### src/rtl/fifo2axi_sram_oq.sv
`default_nettype none
// ============================================================================
//  Module   : fifo2axi_sram_oq
//  Purpose  : Read side of the SRAM output queue. Pops memory words (one
//             header word carrying tuser, then 128-bit half-beats) and
//             rebuilds 256-bit AXI4-Stream beats through a one-entry output
//             register.
//  Ports    : clk, reset (async, active-low)
//             din/din_valid/din_rd      : memory-word FIFO read interface
//             tdata/tstrb/tuser/tlast/tvalid/tready : AXIS master
//             proto_err                 : sticky protocol-error flag
//             pkt_count/err_count       : statistics (FIFO2AXI_STATS_EN)
//  Options  : define FIFO2AXI_STATS_EN to build the packet/error counters;
//             otherwise both counter outputs are tied to zero.
//  Revision : 1.0 - initial release
// ============================================================================
module fifo2axi_sram_oq #(
    parameter int DATA_W = 256,
    parameter int USER_W = 128,
    parameter int DIN_W  = 202,
    parameter int HALF_W = 128
) (
    input  logic                clk,
    input  logic                reset,
    input  logic [DIN_W-1:0]    din,
    input  logic                din_valid,
    output logic                din_rd,
    output logic [DATA_W-1:0]   tdata,
    output logic [DATA_W/8-1:0] tstrb,
    output logic [USER_W-1:0]   tuser,
    output logic                tlast,
    output logic                tvalid,
    input  logic                tready,
    output logic                proto_err,
    output logic [31:0]         pkt_count,
    output logic [15:0]         err_count
);

    localparam int c_STRB_W   = HALF_W / 8;
    localparam int c_STRB_LSB = HALF_W;
    localparam int c_LAST_BIT = HALF_W + c_STRB_W;
    localparam int c_HDR_BIT  = c_LAST_BIT + 1;

    typedef enum logic [1:0] {
        S_HDR = 2'd0,
        S_LO  = 2'd1,
        S_HI  = 2'd2
    } state_t;

    state_t                r_state;
    state_t                w_state_nxt;
    logic [USER_W-1:0]     r_tuser;
    logic [HALF_W-1:0]     r_lo_data;
    logic [c_STRB_W-1:0]   r_lo_strb;
    logic                  r_tvalid;
    logic                  r_tlast;
    logic [DATA_W-1:0]     r_tdata;
    logic [DATA_W/8-1:0]   r_tstrb;
    logic [USER_W-1:0]     r_tuser_out;
    logic                  r_proto_err;

    logic                  w_out_free;
    logic                  w_accept;
    logic                  w_pop;
    logic                  w_load;
    logic                  w_err;
    logic                  w_tuser_ld;
    logic                  w_lo_ld;
    logic [DATA_W-1:0]     w_out_data;
    logic [DATA_W/8-1:0]   w_out_strb;
    logic                  w_out_last;

    logic [HALF_W-1:0]     w_payload;
    logic [c_STRB_W-1:0]   w_strb;
    logic                  w_last;
    logic                  w_hdr;
    logic                  w_unused;

    assign w_payload = din[HALF_W-1:0];
    assign w_strb    = din[c_STRB_LSB +: c_STRB_W];
    assign w_last    = din[c_LAST_BIT];
    assign w_hdr     = din[c_HDR_BIT];
    assign w_unused  = ^din[DIN_W-1:c_HDR_BIT+1];

    assign w_out_free = ~r_tvalid | tready;
    // Pop strobe is also forced low while reset is held.
    assign din_rd     = din_valid & w_accept & reset;
    assign w_pop      = din_rd;

    always_comb begin
        w_state_nxt = r_state;
        w_accept    = 1'b0;
        w_load      = 1'b0;
        w_err       = 1'b0;
        w_tuser_ld  = 1'b0;
        w_lo_ld     = 1'b0;
        w_out_data  = '0;
        w_out_strb  = '0;
        w_out_last  = 1'b0;

        // Only words that may complete a beat need room in the output register.
        case (r_state)
            S_HDR:   w_accept = 1'b1;
            S_LO:    w_accept = w_last ? w_out_free : 1'b1;
            S_HI:    w_accept = w_out_free;
            default: w_accept = 1'b0;
        endcase

        if (w_pop) begin
            case (r_state)
                S_HDR: begin
                    if (w_hdr) begin
                        w_tuser_ld  = 1'b1;
                        w_state_nxt = S_LO;
                    end else begin
                        w_err = 1'b1;
                    end
                end
                S_LO: begin
                    if (w_hdr) begin
                        w_err       = 1'b1;
                        w_tuser_ld  = 1'b1;
                        w_state_nxt = S_LO;
                    end else if (!w_last) begin
                        w_lo_ld     = 1'b1;
                        w_state_nxt = S_HI;
                    end else begin
                        // Odd-length tail: lone low half, upper half zeroed.
                        w_load      = 1'b1;
                        w_out_data  = {{HALF_W{1'b0}}, w_payload};
                        w_out_strb  = {{c_STRB_W{1'b0}}, w_strb};
                        w_out_last  = 1'b1;
                        w_state_nxt = S_HDR;
                    end
                end
                S_HI: begin
                    if (w_hdr) begin
                        // Unexpected header: pending low half is dropped.
                        w_err       = 1'b1;
                        w_tuser_ld  = 1'b1;
                        w_state_nxt = S_LO;
                    end else begin
                        w_load      = 1'b1;
                        w_out_data  = {w_payload, r_lo_data};
                        w_out_strb  = {w_strb, r_lo_strb};
                        w_out_last  = w_last;
                        w_state_nxt = w_last ? S_HDR : S_LO;
                    end
                end
                default: w_state_nxt = S_HDR;
            endcase
        end
    end

    always_ff @(posedge clk or negedge reset) begin
        if (!reset) begin
            r_state     <= S_HDR;
            r_tuser     <= '0;
            r_lo_data   <= '0;
            r_lo_strb   <= '0;
            r_tvalid    <= 1'b0;
            r_tlast     <= 1'b0;
            r_tdata     <= '0;
            r_tstrb     <= '0;
            r_tuser_out <= '0;
            r_proto_err <= 1'b0;
        end else begin
            r_state <= w_state_nxt;
            if (w_tuser_ld) begin
                r_tuser <= din[USER_W-1:0];
            end
            if (w_lo_ld) begin
                r_lo_data <= w_payload;
                r_lo_strb <= w_strb;
            end
            // A load in the handshake cycle replaces the old beat with no bubble.
            if (w_load) begin
                r_tvalid    <= 1'b1;
                r_tdata     <= w_out_data;
                r_tstrb     <= w_out_strb;
                r_tlast     <= w_out_last;
                r_tuser_out <= r_tuser;
            end else if (tready) begin
                r_tvalid <= 1'b0;
            end
            if (w_err) begin
                r_proto_err <= 1'b1;
            end
        end
    end

    assign tvalid    = r_tvalid;
    assign tlast     = r_tlast;
    assign tdata     = r_tdata;
    assign tstrb     = r_tstrb;
    assign tuser     = r_tuser_out;
    assign proto_err = r_proto_err;

`ifdef FIFO2AXI_STATS_EN
    logic [31:0] r_pkt_count;
    logic [15:0] r_err_count;

    always_ff @(posedge clk or negedge reset) begin
        if (!reset) begin
            r_pkt_count <= '0;
            r_err_count <= '0;
        end else begin
            if (r_tvalid && tready && r_tlast) begin
                r_pkt_count <= r_pkt_count + 32'd1;
            end
            if (w_err && (r_err_count != 16'hFFFF)) begin
                r_err_count <= r_err_count + 16'd1;
            end
        end
    end

    assign pkt_count = r_pkt_count;
    assign err_count = r_err_count;
`else
    assign pkt_count = '0;
    assign err_count = '0;
`endif

endmodule
`default_nettype wire
### config.mk
export PLATFORM = sky130hd
export DESIGN_NAME = fifo2axi_sram_oq
export DESIGN_NICKNAME = d
export VERILOG_FILES = /design/src/rtl/fifo2axi_sram_oq.sv
export SDC_FILE = /design/constraint.sdc
export NUM_CORES = 1
export LEC_CHECK = 0
export CORE_MARGIN = 2
export CORE_UTILIZATION = 30
export DETAILED_ROUTE_END_ITERATION = 6
export PLACE_DENSITY = 0.58
export SYNTH_ARGS = -nofsm -noshare
export SYNTH_HDL_FRONTEND = slang
export SYNTH_SLANG_ARGS = --single-unit
### constraint.sdc
create_clock -name clk -period 5.5 [get_ports clk]
set_input_delay 0.55 -clock clk [delete_from_list [all_inputs] [get_ports clk]]
set_output_delay 0.55 -clock clk [all_outputs]
set_load 0.01 [all_outputs]
==> results.json, run 1 <==
{
  "outcome": "completed",
  "r2r_end": "tuser[110]",
  "grt_pass1_wl_um": 125000,
  "seq_area_frac_synth_pct": 59.7,
  "avgSynthCellArea_sq_um": 13.3,
  "critPathMaxStageDelay_ps": 570,
  "cts_buffers": 80,
  "yosysTopAreaCell": "dfrtp_1",
  "crit_type": "in2out",
  "r2r_setup_slack_ps": 2210,
  "yosys_register_bits": 693,
  "yosysUniqueCellTypes": 33,
  "drtIter0Drc": 960,
  "synth.cell_area_sq_um": 29000,
  "port_buffers": 569,
  "synth_edf_count": 0,
  "startpoint": "reset",
  "cp_max_fo": 93,
  "place_congestion": 0.811,
  "max_slew.worst_pin.slew_ps": 1130,
  "clock_latency_ps": 630,
  "hold_violations": 0,
  "vias": 18900,
  "initial_core_util_pct": 30.1,
  "crit_required_ps": 4950,
  "total_power_mw": 10.9,
  "post_drt_via_cell_ratio": 4.64,
  "cp.arrival_ps": 3170,
  "coreArea_sq_um": 96300,
  "fin_crit_sh_pct": 67.6,
  "clkTransAtPathRegs_ps": 50,
  "grt_usage_pct": 16.4,
  "drv_slew": 0,
  "die_w_um": 315,
  "cts_tree": "done",
  "clk_path_buf_depth": 3,
  "num-fill-cells": 9063,
  "io_pins": 674,
  "powerDensity_nw_per_um2": 282,
  "wl_um": 83000,
  "grt_pass1_vias": 19800,
  "async_reset_ff_share_pct": 100,
  "die_h_um": 315,
  "slowest_stage": "dlygate4sd3_1",
  "leakagePower_nw": 19.5,
  "die_area_sq_um": 99300,
  "wl_per_cell_um": 20.4,
  "vdd_ir_drop_max_v": 0.000177,
  "drc": 0,
  "slew_headroom_pct": 24.9,
  "gr-total-overflow": 0,
  "cts.sinks": 693,
  "start_kind": "input port",
  "critical_path.endpoint_type": "output port",
  "setup_violations": 0,
  "syn2layout_area_growth_pct": 32.7,
  "endpoint": "din_rd",
  "synthFlopType": "dfrtp_1",
  "cap_viol_max_count": 0,
  "path_cells": "dlygate4sd3_1, buf_8, nand2_1, nor3_4, nand2_1, inv_1, clkdlybuf4s50_1",
  "rsz0062_at_grt": "false",
  "clock_skew_ps": 20.0,
  "tns_ps": 0,
  "ant_nets": 0,
  "yosys-top-cells-count": "dfrtp_1, mux2_2, nor2_1",
  "synth_warnings": 0,
  "antenna_found_initial": 4,
  "synthTopCellsByArea": "dfrtp_1, mux2_2, mux2i_1",
  "postCtsSetupRepairBufs": 0,
  "netlist_instances": 2184,
  "hp-class": "reg2reg",
  "cts_resized": 0,
  "dpl.hpwl_um": 55000,
  "nets": 2936,
  "timing.fmax_ghz": 0.269,
  "min_period_ps": 3720,
  "rows": 114,
  "dr.pass1.iters": 4,
  "r2r_cells": 8,
  "yosys.area.top_type_share_pct": 59.7,
  "cts-root-buf": "clkbuf_16",
  "worstHoldPathCells": 1,
  "crit_path_frequent_cell": "nand2_1",
  "drive_gt1_share_pct": 25.5,
  "grt_max_degree": 166,
  "post-synth-top-count-cell": "dfrtp_1",
  "cts_max_level": 3,
  "timing.rr.start": "r_state[0]"
}
==> per-layer routing <==
layer  wire length, um  track usage, %  vias to the layer above
met1             33700            19.9                     9753
met4              3180            7.52                        4
li1                  -               -                     8453
met2             40900            27.2                      501
met3              5130            4.32                      151
met5                27               0                        -
==> worst min path at each step <==
| stage | start | endpoint | slack (ps) |
|---|---|---|---|
| 2_1_floorplan | reset | proto_err | 250 |
| 3_3_place_gp | r_tuser[0] | tuser[0] | 460 |
| 3_5_place_dp | r_tuser[2] | tuser[2] | 460 |
| 4_1_cts | din[130] | tstrb[18] | 460 |
| 5_1_grt | r_tuser[2] | tuser[2] | 500 |
| 6_report | proto_err | proto_err | 480 |
==> cell type report <==
type | instances | area [sq um] | share of cell area, %
Tap cell | 1276 | 1600 | 4.14
Timing Repair Buffer | 602 | 6080 | 15.8
Sequential cell | 693 | 17300 | 45.0
Clock inverter | 24 | 249 | 0.646
Antenna cell | 1 | 2.50 | 0.00650
Multi-Input combinational cell | 1202 | 10200 | 26.5
Clock buffer | 124 | 2470 | 6.42
Inverter | 147 | 552 | 1.43
==> flip-flops by register name, summed over array words and instances (netlist names) <==
| name | count |
|---|---|
| r_state | 2 |
| tstrb | 32 |
| r_tuser | 128 |
| proto_err | 1 |
| tdata | 256 |
| r_lo_strb | 16 |
| tlast | 1 |
| tuser | 128 |
| r_lo_data | 128 |
| tvalid | 1 |
==> placed cells by master (no fill, tap or decap), types with 3 or more instances in the layout <==
| cell | count |
|---|---|
| dfrtp_1 | 693 |
| conb_1 | 48 |
| bufinv_16 | 4 |
| clkdlybuf4s50_1 | 567 |
| clkbuf_1 | 19 |
| clkbuf_8 | 20 |
| buf_12 | 10 |
| clkinvlp_4 | 4 |
| inv_1 | 147 |
| nand2_1 | 145 |
| clkinv_2 | 11 |
| mux2_2 | 542 |
| ha_1 | 3 |
| a22oi_1 | 144 |
| buf_4 | 22 |
| mux2i_1 | 142 |
| clkbuf_16 | 85 |
| inv_6 | 5 |
| nor2_1 | 148 |
| mux2_1 | 5 |
==> critical path, delay by kind of cell <==
| family | cells | cell delay (ps) |
|---|---|---|
| simple gates | 3 | 760 |
| buf+inv | 4 | 1780 |
==> report_power, final <==
part           switching, mW  leakage, nW  total (mW)  internal, mW
clock                   2.15         1.34        5.44          3.29
sequential                 0         8.93        5.10          5.10
combinational          0.220         9.20       0.324         0.104
==> cells by family (layout without fill, tap and decap cells) <==
family,count (synthesis),after routing,share of synthesized area (%)
AOI/OAI and AO/OA,154,154,3.99
adders and majority gates,4,4,0.172
buffers and inverters,336,897,5.83
DFF,693,693,59.7
muxes,689,689,26.1
other,1,49,0.0129
and+or+nand+nor,307,307,4.13
==> metrics by stage <==
stage | hold WS, ps | cell area [sq um] | util, % | instances | worst slack [ps]
6_report | 480 | 38500 | 40.0 | 4069 | 1780
5_1_grt | 500 | 38500 | 40.0 | 4069 | 1530
4_1_cts | 458 | 38500 | 40.0 | 4068 | 1760
3_5_place_dp | 465 | 35800 | 37.2 | 3919 | 1820
3_3_place_gp | 461 | 35800 | 37.2 | 3919 | 1890
2_1_floorplan | 254 | 29200 | - | 2231 | 3270
==> repair_timing <==
| item | in CTS | in global routing |
|---|---|---|
| setup endpoints to repair | 0 | 0 |
| hold buffers | 1 | 0 |
| hold endpoints to repair | 89 | 0 |
Power figures use the tool's default switching activity.
==> run 2, diff against run 1 <==
--- a/config.mk
+++ b/config.mk
@@ -8,7 +8,7 @@
 export CORE_MARGIN = 2
 export CORE_UTILIZATION = 30
 export DETAILED_ROUTE_END_ITERATION = 6
-export PLACE_DENSITY = 0.58
+export PLACE_DENSITY = 0.59
 export SYNTH_ARGS = -nofsm -noshare
 export SYNTH_HDL_FRONTEND = slang
 export SYNTH_SLANG_ARGS = --single-unit
==> constraint.sdc (replaced) <==
create_clock -name clk -period 3.1 [get_ports clk]
set_input_delay 0.31 -clock clk [delete_from_list [all_inputs] [get_ports clk]]
set_output_delay 0.31 -clock clk [all_outputs]
set_load 0.01 [all_outputs]
==> results.json, run 2 (synthesis results as in run 1) <==
{
  "nets": 2960,
  "start_kind": "flip-flop",
  "p_int_mw": 14.6,
  "slew_headroom_pct": 37.5,
  "vdd_ir_drop_max_v": 0.000299,
  "io_pins": 674,
  "tns_ps": 0,
  "rsz0062_at_grt": "false",
  "layout_common_cells": "dfrtp_1, clkdlybuf4s50_1, mux2_2",
  "crit_required_ps": 2790,
  "startpoint": "r_state[0]",
  "critical_path.endpoint_type": "output port",
  "hp-class": "in2async",
  "cts_buffers": 80,
  "pre_cts_slack_ps": 411,
  "dp.cells": 3942,
  "wl_per_cell_um": 19.6,
  "grt_usage_pct": 15.8,
  "path_cells": "inv_1, ha_1, nor4bb_1, nor3_4, nand2_1, inv_1, clkdlybuf4s50_1",
  "gr-total-overflow": 0,
  "initial_core_util_pct": 30.1,
  "drv_slew": 0,
  "fin_util_pct": 40.3,
  "ant_nets": 0,
  "dr.pass1.iters": 4,
  "gr-usage-met3_pct": 4.26,
  "cts_tree": "done",
  "vias": 18500,
  "setup_violations": 0,
  "slowest_stage": "clkdlybuf4s50_1",
  "switchingPower_mw": 4.18,
  "die_area_sq_um": 99300,
  "cts_resized": 0,
  "cts-root-buf": "clkbuf_16",
  "cp.arrival_ps": 2580,
  "place_congestion": 0.768,
  "syn2layout_area_growth_pct": 33.6,
  "grt_pass1_wl_um": 120000,
  "clkTransAtPathRegs_ps": 60,
  "timing.rr.start": "r_state[0]",
  "p_seq_share_pct": 48.1,
  "fin_crit_sh_pct": 93.1,
  "coreArea_sq_um": 96300,
  "power_frac_clock_pct": 48.9,
  "total_power_mw": 18.8,
  "timing.fmax_ghz": 0.346,
  "min_period_ps": 2890,
  "grt_use_met1_pct": 19.9,
  "clock_latency_ps": 630,
  "clk_path_buf_depth": 3,
  "die_h_um": 315,
  "wl_um": 80100,
  "antenna_found_initial": 5,
  "cts.sinks": 693,
  "grt_pass1_vias": 18900,
  "die_w_um": 315,
  "grt_max_degree": 166,
  "hold_violations": 0,
  "stdcell_count": 4087,
  "cap_viol_max_count": 0,
  "critPathMaxStageDelay_ps": 490,
  "port_buffers": 569,
  "dpl.hpwl_um": 53000,
  "sw_frac_of_total_pct": 22.2,
  "drive_gt1_share_pct": 26.0,
  "final_common_cell": "dfrtp_1",
  "rows": 114,
  "clock_skew_ps": 15.8,
  "cp_max_fo": 5,
  "p_comb_share_pct": 3.1,
  "largest_reg_flops": 256,
  "drtIter0Drc": 1098,
  "leakagePower_nw": 19.6,
  "drc": 0,
  "post_drt_via_cell_ratio": 4.53,
  "cts_max_level": 3,
  "crit_path_frequent_cell": "inv_1",
  "powerDensity_nw_per_um2": 485,
  "max_slew.worst_pin.slew_ps": 938,
  "crit_type": "reg2out",
  "top_usage_layer": "met2",
  "outcome": "completed",
  "globalRouteMet2Util_pct": 26.0,
  "setup_ws_ps": 214
}
[run 2: cell count changes in the layout (fill, tap and decap cells not counted), sizes merged]
cell	delta
bufinv	-3
clkinv	+1
diode	+1
clkbuf	-5
buf	+24
[run 2: area by class of cell]
class / count / area (sq um)
inverter: 147 / 552
clock inverter: 22 / 183
fill: 9136 / 57500
antenna: 2 / 5.00
timing repair buffer: 626 / 6490
clock buffer: 119 / 2380
multi-input combinational: 1202 / 10200
sequential: 693 / 17300
tap: 1276 / 1600
[run 2: final timing paths]
kind / to / slack [ps] / cells past startpoint
worst max-delay path: din_rd / 210 / 7
worst min-delay path: tdata[254] / 110 / 2
worst max register to register: tdata[29] / 400 / 9
worst min register to register: tuser[1] / 480 / 1
max in group asynchronous: tdata[191] / 1110 / 4
min in group clk: proto_err / 200 / 3
[run 2: through the flow]
stage	cell area [sq um]	hold slack [ps]
2_1_floorplan	29200	14.4
3_3_place_gp	36200	161
3_5_place_dp	36200	159
4_1_cts	38800	63.5
5_1_grt	38800	96.5
6_report	38800	113
[run 2: repair_timing]
| action | 4_1_cts | 5_1_grt |
|---|---|---|
| endpoints found under the hold margin | 178 | 0 |
| setup endpoints to repair | 1 | 0 |
| hold buffers | 1 | 0 |
| setup buffers | 1 | 0 |
[run 2: power groups by stage]
stage	Clock [mW]	Combinational [mW]	Sequential [mW]
4_1_cts	9.54	0.603	9.05
3_5_place_dp	0	0.600	9.21
5_1_grt	9.91	0.648	9.04
6_report	9.20	0.578	9.05
3_3_place_gp	0	0.605	9.21
2_1_floorplan	0	0.105	9.21
[run 2: worst max-delay path, delay by kind of cell (launching register included)]
family	cells	cell delay, ps
simple gates	3	640
fa+ha+maj	1	280
flops	1	380
buf+inv	3	660
[run 2: per-layer routing]
layer  wire [um]  vias up
li1            -     8499
met1       34200     9464
met2       38800      434
met3        4810      111
met4        2290        6
met5          40        -
==> run 3, diff against run 2 <==
==> constraint.sdc (replaced) <==
create_clock -name clk -period 3.1 [get_ports clk]
set_input_delay 0.465 -clock clk [delete_from_list [all_inputs] [get_ports clk]]
set_output_delay 0.465 -clock clk [all_outputs]
set_load 0.01 [all_outputs]
==> results.json, run 3 (synthesis results as in run 1) <==
{
  "outcome": "completed",
  "syn2layout_area_growth_pct": 34.2,
  "wl_per_cell_um": 19.7,
  "max_slew.worst_pin.slew_ps": 993,
  "cts_tree": "done",
  "min_period_ps": 2940,
  "drive_gt1_share_pct": 26.3,
  "cts_buffers": 81,
  "nets": 2962,
  "slew_headroom_pct": 33.8,
  "drc": 0,
  "final_common_cell": "dfrtp_1",
  "largest_reg_flops": 256,
  "worstHoldPathCells": 3,
  "multi_input_area_sq_um": 10200,
  "crit_cells": 7,
  "clock_latency_ps": 640,
  "vdd_ir_drop_max_v": 0.000347,
  "critical_path.endpoint_type": "output port",
  "critPathMaxStageDelay_ps": 580,
  "die_area_sq_um": 99300,
  "vias": 18600,
  "leakagePower_nw": 19.7,
  "cp.arrival_ps": 2480,
  "layout_common_cells": "dfrtp_1, clkdlybuf4s50_1, mux2_2",
  "cap_viol_max_count": 0,
  "holdWs_ps": 237,
  "r2r_cells": 9,
  "io_pins": 674,
  "gr-total-overflow": 0,
  "pre_cts_slack_ps": 259,
  "cts_max_level": 3,
  "cts.sinks": 693,
  "antenna_found_initial": 4,
  "cp_max_fo": 5,
  "start_kind": "flip-flop",
  "cp_num_buf_inv": 3,
  "dpl.hpwl_um": 53100,
  "setup_violations": 0,
  "coreArea_sq_um": 96300,
  "drtIter0Drc": 930,
  "hold_violations": 0,
  "seq_area_sq_um": 17300,
  "path_cells": "inv_1, ha_2, nor4bb_4, nor3_4, nand2_1, inv_1, clkdlybuf4s50_1",
  "grt_max_degree": 175,
  "crit_type": "reg2out",
  "clkTransAtPathRegs_ps": 60,
  "wl_um": 80400,
  "ant_nets": 0,
  "tns_ps": 0,
  "crit_required_ps": 2630,
  "dr.pass1.iters": 5,
  "setup_ws_ps": 157,
  "path_delay_family": "buffers and inverters",
  "crit_path_frequent_cell": "inv_1",
  "grt_pass1_wl_um": 123000,
  "initial_core_util_pct": 30.1,
  "num-fill-cells": 9180,
  "port_buffers": 569,
  "clock_skew_ps": 20.4,
  "powerDensity_nw_per_um2": 496,
  "die_h_um": 315,
  "drv_slew": 0,
  "grt_usage_pct": 16.0,
  "timing.fmax_ghz": 0.340,
  "post_drt_via_cell_ratio": 4.55,
  "cts-root-buf": "clkbuf_16",
  "r2r_setup_slack_ps": 600,
  "rows": 114,
  "place_congestion": 0.770,
  "clk_path_buf_depth": 3,
  "die_w_um": 315,
  "grt_pass1_vias": 19100,
  "slowest_stage": "clkdlybuf4s50_1",
  "rsz0062_at_grt": "false",
  "hp-class": "in2reg",
  "fin_crit_sh_pct": 94.9
}
[run 3: layout make-up]
class | count | share of cell area, %
repair buffers | 627 | 16.7
well taps | 1276 | 4.10
diodes | 2 | 0.0128
clock buffers | 119 | 6.14
flip-flops and latches | 693 | 44.5
clock inverters | 27 | 0.845
multi-input cells | 1202 | 26.3
inverters | 147 | 1.42
[run 3: path summary, 6_finish.rpt]
path,startpoint,to
max,r_state[1],din_rd
min reg2reg,r_tuser[1],tuser[1]
min,din[145],tstrb[8]
max reg2reg,r_state[1],r_lo_data[40]
min in group asynchronous,reset,tdata[251]
max in group asynchronous,reset,tdata[189]
[run 3: repair_timing]
| action | in CTS | in global routing |
|---|---|---|
| buffers inserted | 0 | 3 |
| hold endpoints to repair | 23 | 0 |
| resized for setup | 2 | 3 |
| pin swaps | 0 | 1 |
| endpoints found under the setup margin | 1 | 1 |
| hold buffers | 1 | 0 |
[run 3: report_power, final]
group	switching (mW)	internal, mW
clock	3.90	5.79
combinational	0.386	0.197
sequential	0	9.05
total	4.28	15.0
[run 3: through the flow]
stage                     instance area (sq um)  total power, mW  instances  utilization, %
after global routing                      39000             20.1       4092            40.5
after CTS                                 38900             19.6       4088            40.4
final                                     39000             19.3       4093            40.5
after floorplan                           29200             9.32       2231               -
after global placement                    36200             9.82       3941            37.6
after detailed placement                  36200             9.82       3941            37.6
[run 3: metal layers]
| metal | GRT usage, % | share of wire [%] | vias to the layer above |
|---|---|---|---|
| met5 | 0 | 0.042 | - |
| met4 | 4.84 | 2.7 | 6 |
| met3 | 4.67 | 6.1 | 113 |
| met2 | 26.0 | 48 | 424 |
| met1 | 20.5 | 43 | 9591 |
| li1 | - | - | 8504 |
[run 3: worst min-delay path: stages]
cell and delay (ps):
buf_6 140, nor2_1 100, mux2_2 140
